[src/rtl/hx711_reader_if.sv]
// Signal bundle between the HX711 sequencer, the HX711 pins and the sample consumer.
interface hx711_reader_if;
    logic        en;
    logic [1:0]  gain_sel;
    logic        pwr_dn;
    logic        dout;
    logic        pd_sck;
    logic [23:0] data;
    logic        data_valid;
    logic        busy;

    modport master (
        output en, gain_sel, pwr_dn, dout,
        input  pd_sck, data, data_valid, busy
    );

    modport slave (
        input  en, gain_sel, pwr_dn, dout,
        output pd_sck, data, data_valid, busy
    );
endinterface

[src/rtl/hx711_reader.sv]
// HX711 load-cell ADC sequencer: waits for DOUT low, clocks out a 24-bit sample plus
// 1-3 gain-select pulses on PD_SCK, and handles power-down.
module hx711_reader #(
    parameter int CLK_DIV = 50,
    parameter int CW      = 16
) (
    input  logic           clk,
    input  logic           rst,
    hx711_reader_if.slave  bus
);
    localparam logic [2:0] S_IDLE     = 3'd0;
    localparam logic [2:0] S_WAIT_RDY = 3'd1;
    localparam logic [2:0] S_HIGH     = 3'd2;
    localparam logic [2:0] S_LOW      = 3'd3;
    localparam logic [2:0] S_DONE     = 3'd4;
    localparam logic [2:0] S_PDOWN    = 3'd5;

    localparam logic [CW-1:0] TICK_LAST = CW'(CLK_DIV - 1);
    localparam logic [4:0]    DATA_BITS = 5'd24;

    logic [2:0]    state;
    logic [CW-1:0] tick;
    logic [4:0]    bit_idx;
    logic [4:0]    pulses;
    logic [4:0]    bit_next;
    logic [23:0]   shift;
    logic          dout_meta;
    logic          dout_s;
    logic          phase_end;

    // Pulse count selects the next conversion's channel and gain on the HX711.
    function automatic logic [4:0] pulse_count(input logic [1:0] g);
        case (g)
            2'b10:   return 5'd26;
            2'b11:   return 5'd27;
            default: return 5'd25;
        endcase
    endfunction

    // NOTE: the synchronizer resets to 1 (DOUT idle/not-ready level) so that
    // leaving reset can never look like a data-ready edge.
    always_ff @(posedge clk or negedge rst) begin
        if (!rst) begin
            dout_meta <= 1'b1;
            dout_s    <= 1'b1;
        end else begin
            dout_meta <= bus.dout;
            dout_s    <= dout_meta;
        end
    end

    assign phase_end = (tick == TICK_LAST);
    assign bit_next  = bit_idx + 5'd1;

    // NOTE: all state, including pd_sck and the outputs, uses non-blocking
    // assignments so every register samples the pre-edge values.
    always_ff @(posedge clk or negedge rst) begin
        if (!rst) begin
            state          <= S_IDLE;
            tick           <= '0;
            bit_idx        <= '0;
            pulses         <= '0;
            shift          <= '0;
            bus.pd_sck     <= 1'b0;
            bus.data       <= '0;
            bus.data_valid <= 1'b0;
            bus.busy       <= 1'b0;
        end else begin
            bus.data_valid <= 1'b0;
            case (state)
                S_IDLE: begin
                    if (bus.pwr_dn) begin
                        state      <= S_PDOWN;
                        bus.pd_sck <= 1'b1;
                    end else if (bus.en) begin
                        state <= S_WAIT_RDY;
                    end
                end

                S_WAIT_RDY: begin
                    if (bus.pwr_dn) begin
                        state      <= S_PDOWN;
                        bus.pd_sck <= 1'b1;
                    end else if (!bus.en) begin
                        state <= S_IDLE;
                    end else if (!dout_s) begin
                        pulses     <= pulse_count(bus.gain_sel);
                        tick       <= '0;
                        bit_idx    <= '0;
                        state      <= S_HIGH;
                        bus.pd_sck <= 1'b1;
                        bus.busy   <= 1'b1;
                    end
                end

                S_HIGH: begin
                    if (phase_end) begin
                        // Gain-select pulses beyond the 24 data bits carry no data.
                        if (bit_idx < DATA_BITS) begin
                            shift <= {shift[22:0], dout_s};
                        end
                        tick       <= '0;
                        state      <= S_LOW;
                        bus.pd_sck <= 1'b0;
                    end else begin
                        tick <= tick + CW'(1);
                    end
                end

                S_LOW: begin
                    if (phase_end) begin
                        tick    <= '0;
                        bit_idx <= bit_next;
                        if (bit_next == pulses) begin
                            state          <= S_DONE;
                            bus.busy       <= 1'b0;
                            bus.data       <= shift;
                            bus.data_valid <= 1'b1;
                        end else begin
                            state      <= S_HIGH;
                            bus.pd_sck <= 1'b1;
                        end
                    end else begin
                        tick <= tick + CW'(1);
                    end
                end

                S_DONE: begin
                    // en/pwr_dn requests raised mid-frame are honoured here.
                    if (bus.pwr_dn) begin
                        state      <= S_PDOWN;
                        bus.pd_sck <= 1'b1;
                    end else if (bus.en) begin
                        state <= S_WAIT_RDY;
                    end else begin
                        state <= S_IDLE;
                    end
                end

                S_PDOWN: begin
                    if (!bus.pwr_dn) begin
                        state      <= S_IDLE;
                        bus.pd_sck <= 1'b0;
                    end
                end

                default: begin
                    state      <= S_IDLE;
                    tick       <= '0;
                    bus.pd_sck <= 1'b0;
                    bus.busy   <= 1'b0;
                end
            endcase
        end
    end
endmodule

[src/flat_wrapper.sv]
// flat-port wrapper written by rule: the top's interface ports become plain ports
module hx711_reader_flat 
#(
    parameter int CLK_DIV = 50,
    parameter int CW      = 16
)
  (clk, rst, bus_en, bus_gain_sel, bus_pwr_dn, bus_dout, bus_pd_sck, bus_data, bus_data_valid, bus_busy);
  hx711_reader_if bus_i ();
  input  logic clk;
  input  logic rst;
  input wire logic [$bits(bus_i.en)-1:0] bus_en;
  input wire logic [$bits(bus_i.gain_sel)-1:0] bus_gain_sel;
  input wire logic [$bits(bus_i.pwr_dn)-1:0] bus_pwr_dn;
  input wire logic [$bits(bus_i.dout)-1:0] bus_dout;
  output wire logic [$bits(bus_i.pd_sck)-1:0] bus_pd_sck;
  output wire logic [$bits(bus_i.data)-1:0] bus_data;
  output wire logic [$bits(bus_i.data_valid)-1:0] bus_data_valid;
  output wire logic [$bits(bus_i.busy)-1:0] bus_busy;
  assign bus_i.en = bus_en;
  assign bus_i.gain_sel = bus_gain_sel;
  assign bus_i.pwr_dn = bus_pwr_dn;
  assign bus_i.dout = bus_dout;
  assign bus_pd_sck = bus_i.pd_sck;
  assign bus_data = bus_i.data;
  assign bus_data_valid = bus_i.data_valid;
  assign bus_busy = bus_i.busy;
  hx711_reader #(.CLK_DIV(CLK_DIV), .CW(CW)) u_core (.clk(clk), .rst(rst), .bus(bus_i));
endmodule
[config.mk]
export PLATFORM = sky130hd
export DESIGN_NAME = hx711_reader_flat
export DESIGN_NICKNAME = d
export VERILOG_FILES = /design/src/rtl/hx711_reader_if.sv /design/src/rtl/hx711_reader.sv /design/src/flat_wrapper.sv
export SDC_FILE = /design/constraint.sdc
export NUM_CORES = 1
export LEC_CHECK = 0
export BUFFER_PORTS_ARGS = -buffer_cell sky130_fd_sc_hd__buf_4
export CORE_ASPECT_RATIO = 0.5
export CORE_MARGIN = 4
export CORE_UTILIZATION = 55
export DETAILED_ROUTE_END_ITERATION = 10
export PLACE_DENSITY = 0.75
export SLEW_MARGIN = 5
export SYNTH_ARGS = -nofsm -noshare
export SYNTH_HDL_FRONTEND = slang
export SYNTH_SLANG_ARGS = --single-unit
[constraint.sdc]
create_clock -name clk -period 4.4 [get_ports clk]
set_clock_uncertainty 0.2 [all_clocks]
set_input_delay 0.44 -clock clk [delete_from_list [all_inputs] [get_ports clk]]
set_output_delay 0.44 -clock clk [all_outputs]
set_load 0.005 [all_outputs]
# [Yosys cells after proc, flatten, opt, wreduce, memory -nomap -nowiden]
# Index checks and enable logic that the tools add are counted.
# W data, S select, Z words.
[word_totals] n_memories=0 ramBits=0 regBits=82 elab_cells=93 in_bits=7 rom_bits=0 latchBits=0 output_inout_bits=27
[classes] n_shift=0 n_mux=39 n_bitwise=4 n_lt_le_gt_ge=1 div_mod_pow=0 eq_ne=22 n_reduce_logical=14 n_addsub=2 n_mul=0
[op_table] cell="$mux W16" count=4
[op_table] cell="$pmux W16 S3" count=1
[op_table] cell="$mux W3" count=10
[op_table] cell="$mux W5" count=4
[op_table] cell="$pmux W3 S6" count=1
[op_table] cell="$add A16 B1 Y16 const B" count=1
[op_table] cell="$eq A16 B6 Y1 const B" count=1
[op_table] cell="$mux W1" count=15
[op_table] cell="$ne A2 B2 Y1 const B" count=5
[op_table] cell="$pmux W5 S2" count=1
[op_table] cell="$reduce_and A5 Y1" count=2
[op_table] cell="$ne A3 B3 Y1 const B" count=3
[op_table] cell="$ne A2 B1 Y1 const B" count=4
[op_table] cell="$reduce_and A4 Y1" count=2
[op_table] cell="$reduce_and A7 Y1" count=1
[op_table] cell="$eq A3 B2 Y1 const B" count=2
[op_table] cell="$eq A3 B3 Y1 const B" count=2
[op_table] cell="$reduce_and A3 Y1" count=2
[op_table] cell="$reduce_and A6 Y1" count=1
[op_table] cell="$add A5 B1 Y5 const B" count=1
[op_table] cell="$eq A5 B5 Y1" count=1
[op_table] cell="$lt A5 B5 Y1 const B" count=1
[op_table] cell="$pmux W1 S5" count=1
[op_table] cell="$eq A2 B2 Y1 const B" count=2
[op_table] cell="other kinds (10)" count=14

# [Logic depth before layout (Yosys ltp)]
[depth] ltp_word=5 ltp_mapped=9 mapped_depth_nobuf=7

# [Least setup slack after synthesis]
# Ideal clock, no wire load.
[synth_path] path_kind="register to register" startpoint="register u_core.bit_idx[0]" endpoint="register u_core.bus.data[10]" n_path_buf=3 setup_ps=125 path_stages_with_launch=10 setup_slack_ps=1787 required_time_ps=4075 synth_period_minus_slack_ps=2613 t_arrival_ps=2288 path_cell_list="dfrtp_1 -> ha_1 -> clkbuf_2 -> xor2_1 -> nor3_1 -> o21ai_2 -> or4_4 -> buf_6 -> buf_12 -> mux2_4"
[synth_between] elab_chain_len=3
[synth_rtl] item="from (decl)" line_no="hx711_reader.sv:23" rtl="logic [4:0] bit_idx;"
[synth_rtl] item="from (signal assigned)" line_no="hx711_reader.sv:113" rtl="bit_idx <= bit_next;"
[synth_rtl] item="$add A5 B1 Y5" line_no="hx711_reader.sv:53" rtl="assign bit_next = bit_idx + 5'd1;"
[synth_rtl] item="$eq A5 B5 Y1" line_no="hx711_reader.sv:114" rtl="if (bit_next == pulses) begin"
[synth_rtl] item="$reduce_and A3 Y1 (no source line)"
[synth_rtl] item="to (signal assigned)" line_no="hx711_reader.sv:117" rtl="bus.data <= shift;"
[synth_rtl] item="to (decl)" line_no="hx711_reader_if.sv:19" rtl="output pd_sck, data, data_valid, busy"
# No other way between the ends.
# A chain may end at the register's enable or synchronous reset.

# [Worst setup path after layout]
[layout_path] startpoint="register u_core.bit_idx[0]" endpoint="register u_core.bus.data[13]"
# Same word-level chain as after synthesis.

==> results.sh <==
export IMPL_syn_inst=300
export IMPL_grt_setup_unrepaired="false"
export IMPL_swShare_pct=22.8
export IMPL_netlist_area_leader_share_pct=52.6
export IMPL_power_total_uw=1760
export IMPL_p_per_area_mw_per_mm2=406
export IMPL_dieHeight_um=66.1
export IMPL_grt_max_degree=81
export IMPL_synth_ff_type="dfrtp_1"
export IMPL_drtIter0Drc=178
export IMPL_period_minus_slack_ns=2.76
export IMPL_slowest_delay_ns=0.73
export IMPL_dr_pass1_iters=4
export IMPL_path_cells="ha_1 > xor2_1 > nor3_1 > o21ai_2 > or4_4 > mux2_4"
export IMPL_cp_end_kind="register"
export IMPL_finalCritPeriodShare_pct=62.7
export IMPL_synth_edff_count=0
export IMPL_finalSetupViolCount=0
export IMPL_critPathMaxFanout=25
export IMPL_chipWidth_um=124
export IMPL_ys_seq_area_share_pct=54.0
export IMPL_gr_total_overflow=0
export IMPL_antenna_found_initial=0
export IMPL_arrival_ns=2.77
export IMPL_slew_viol_final=0
export IMPL_hpwlAfterDp_um=4480
export IMPL_synthArstFlopShare_pct=100
export IMPL_cts_max_path_buffers=2
export IMPL_min_path_type="input port to asynchronous set/reset pin"
export IMPL_antenna_cells=0
export IMPL_syn_area_per_cell_sq_um=12.4
export IMPL_cts_tree="built"
export IMPL_track_usage_pct=19.3
export IMPL_synth_distinct_cells=54
export IMPL_root_buffer="clkbuf_16"
export IMPL_cp_data_required_time_ns=4.42
export IMPL_vias_per_cell=5.76
export IMPL_worst_setup_path_start_kind="register"
export IMPL_grt_pass1_vias=2495
export IMPL_drv_cap=0
export IMPL_p_seq_share_pct=45.6
export IMPL_ff2ff_setup_slack_ns=1.64
export IMPL_final_common_cell="dfrtp_1"
export IMPL_cts_setup_buffers=0
export IMPL_clk_pin_slew_ns=0.06
export IMPL_synth_nets=310
export IMPL_gp_congestion=0.872
export IMPL_p_switching_uw=400
export IMPL_synth_top_area_cell="dfrtp_1"
export IMPL_drc=0
export IMPL_syn_cell_area_sq_mm=0.00371
export IMPL_layout_common_cells="dfrtp_1, buf_4, mux2_2"
export IMPL_dr_wl_met2_um=3350
export IMPL_hold_viol=0
export IMPL_routed_wl_um=6960
export IMPL_p_leak_uw=0.00208
export IMPL_synthToLayoutAreaGrowth_pct=16.5
export IMPL_combPwrFrac_pct=7.4
export IMPL_antenna_left=0
export IMPL_crit_type="register to register"
export IMPL_slowest_stage="or4_4"
export IMPL_wirelength_met1_um=3090
export IMPL_yosysWarnings=0
export IMPL_portBuffers=33
export IMPL_max_slew_margin_rel_pct=36.1
export IMPL_coreArea_sq_mm=0.00631
export IMPL_die_area_sq_mm=0.00820
export IMPL_wl_met3_um=418
export IMPL_start_util_pct=58.8
export IMPL_h_tree_depth=3
export IMPL_clockPowerShare_pct=47.0
export IMPL_ctsResizeCount=0
export IMPL_cts_sinks=80
export IMPL_setup_tns_ns=0
export IMPL_outcome="finished clean"
export IMPL_yosys_top_cells_area="dfrtp_1, mux2_2, mux2_4"
export IMPL_row_count=20
export IMPL_drive_above_1_share_pct=31.8
export IMPL_routed_top_layer="met4"
export IMPL_tightestPinTransition_ns=0.959
export IMPL_numCtsBuffers=9
export IMPL_ys_seq_elements=80
export IMPL_pin_count=34
export IMPL_vdd_ir_drop_max_mv=0.221
export IMPL_layout_nets=342
export IMPL_ctsHoldBuffers=1
export IMPL_via_count=2447
export IMPL_fmax_mhz=363
export IMPL_intPower_uw=1360
export IMPL_worstSkewPairLatency_ns=0.33
export IMPL_wl_per_cell_um=16.4
export IMPL_grt_pass1_wl_um=12000
-- critical path: cells and delay by family (launching register included) --
family	cells	cell delay [ns]
AOI/OAI and AO/OA	1	0.13
and+or+nand+nor	2	0.96
DFF	1	0.44
adders and majority gates	1	0.32
muxes	1	0.38
xor gates and xnor gates	1	0.19
-- cells in the mapped netlist, types with 5 or more instances --
cell type,count
dfrtp_1,78
mux2_4,19
nand2_1,19
inv_1,8
nor3_1,9
o21ai_0,27
o31ai_1,5
nor2_1,5
clkbuf_1,6
nand3_1,11
a21oi_1,10
mux2_2,30
-- state kept, by name (all words and copies together), names as in the netlist --
| register | cells |
|---|---|
| u_core.bus.busy | 1 |
| u_core.pulses | 3 |
| u_core.bus.data_valid | 1 |
| u_core.shift | 24 |
| u_core.dout_meta | 1 |
| u_core.bus.pd_sck | 1 |
| u_core.bit_idx | 5 |
| u_core.state | 3 |
| u_core.dout_s | 1 |
| u_core.tick | 16 |
| u_core.bus.data | 24 |
-- power by group through the flow --
stage	sequential (uW)	clock [uW]	combinational [uW]
after CTS	800	840	132
after detailed placement	813	0	129
after global routing	805	879	147
after global placement	811	0	124
after floorplan	800	0	87.5
final	800	825	130
-- path summary, 6_finish.rpt --
kind	from	endpoint	cells after the start
max	u_core.bit_idx[0]	u_core.bus.data[13]	6
min	rst	u_core.bus.data[13]	1
max reg2reg	u_core.bit_idx[0]	u_core.bus.data[13]	6
min reg2reg	u_core.dout_meta	u_core.dout_s	0
max in group asynchronous	rst	u_core.tick[9]	1
min in group clk	u_core.dout_meta	u_core.dout_s	0
-- per-layer routing --
layer	up-vias	track usage, %
li1	1176	-
met1	1198	24.1
met2	60	31.2
met3	13	7.52
met4	0	6.28
met5	-	0
-- per-stage QoR --
step	setup WS (ns)	instance area, sq um	hold WS, ns	std cells	utilization [%]
after detailed placement	1.65	3970	0.148	408	63.0
after global routing	1.49	4320	0.130	425	68.5
final	1.64	4320	0.0647	425	68.5
after floorplan	1.79	3710	-0.0556	300	-
after CTS	1.64	4320	0.0931	425	68.5
after global placement	1.73	3970	0.147	408	63.0
-- area by class of cell --
cell class	instances	area (sq um)
clock buffer	11	253
timing repair buffer	35	265
inverter	8	30.0
multi-input combinational	198	1570
tap	88	110
clock inverter	5	86.3
sequential	80	2000
fill	459	1980
-- cell families after synthesis --
logic type	synth area share [%]
buffers and inverters	3.54
xor gates and xnor gates	0.709
AOI/OAI and AO/OA	11.7
and+or+nand+nor	10.8
adders and majority gates	1.01
muxes	18.3
DFF	54.0
No activity file was read; power rests on OpenSTA's default activity.
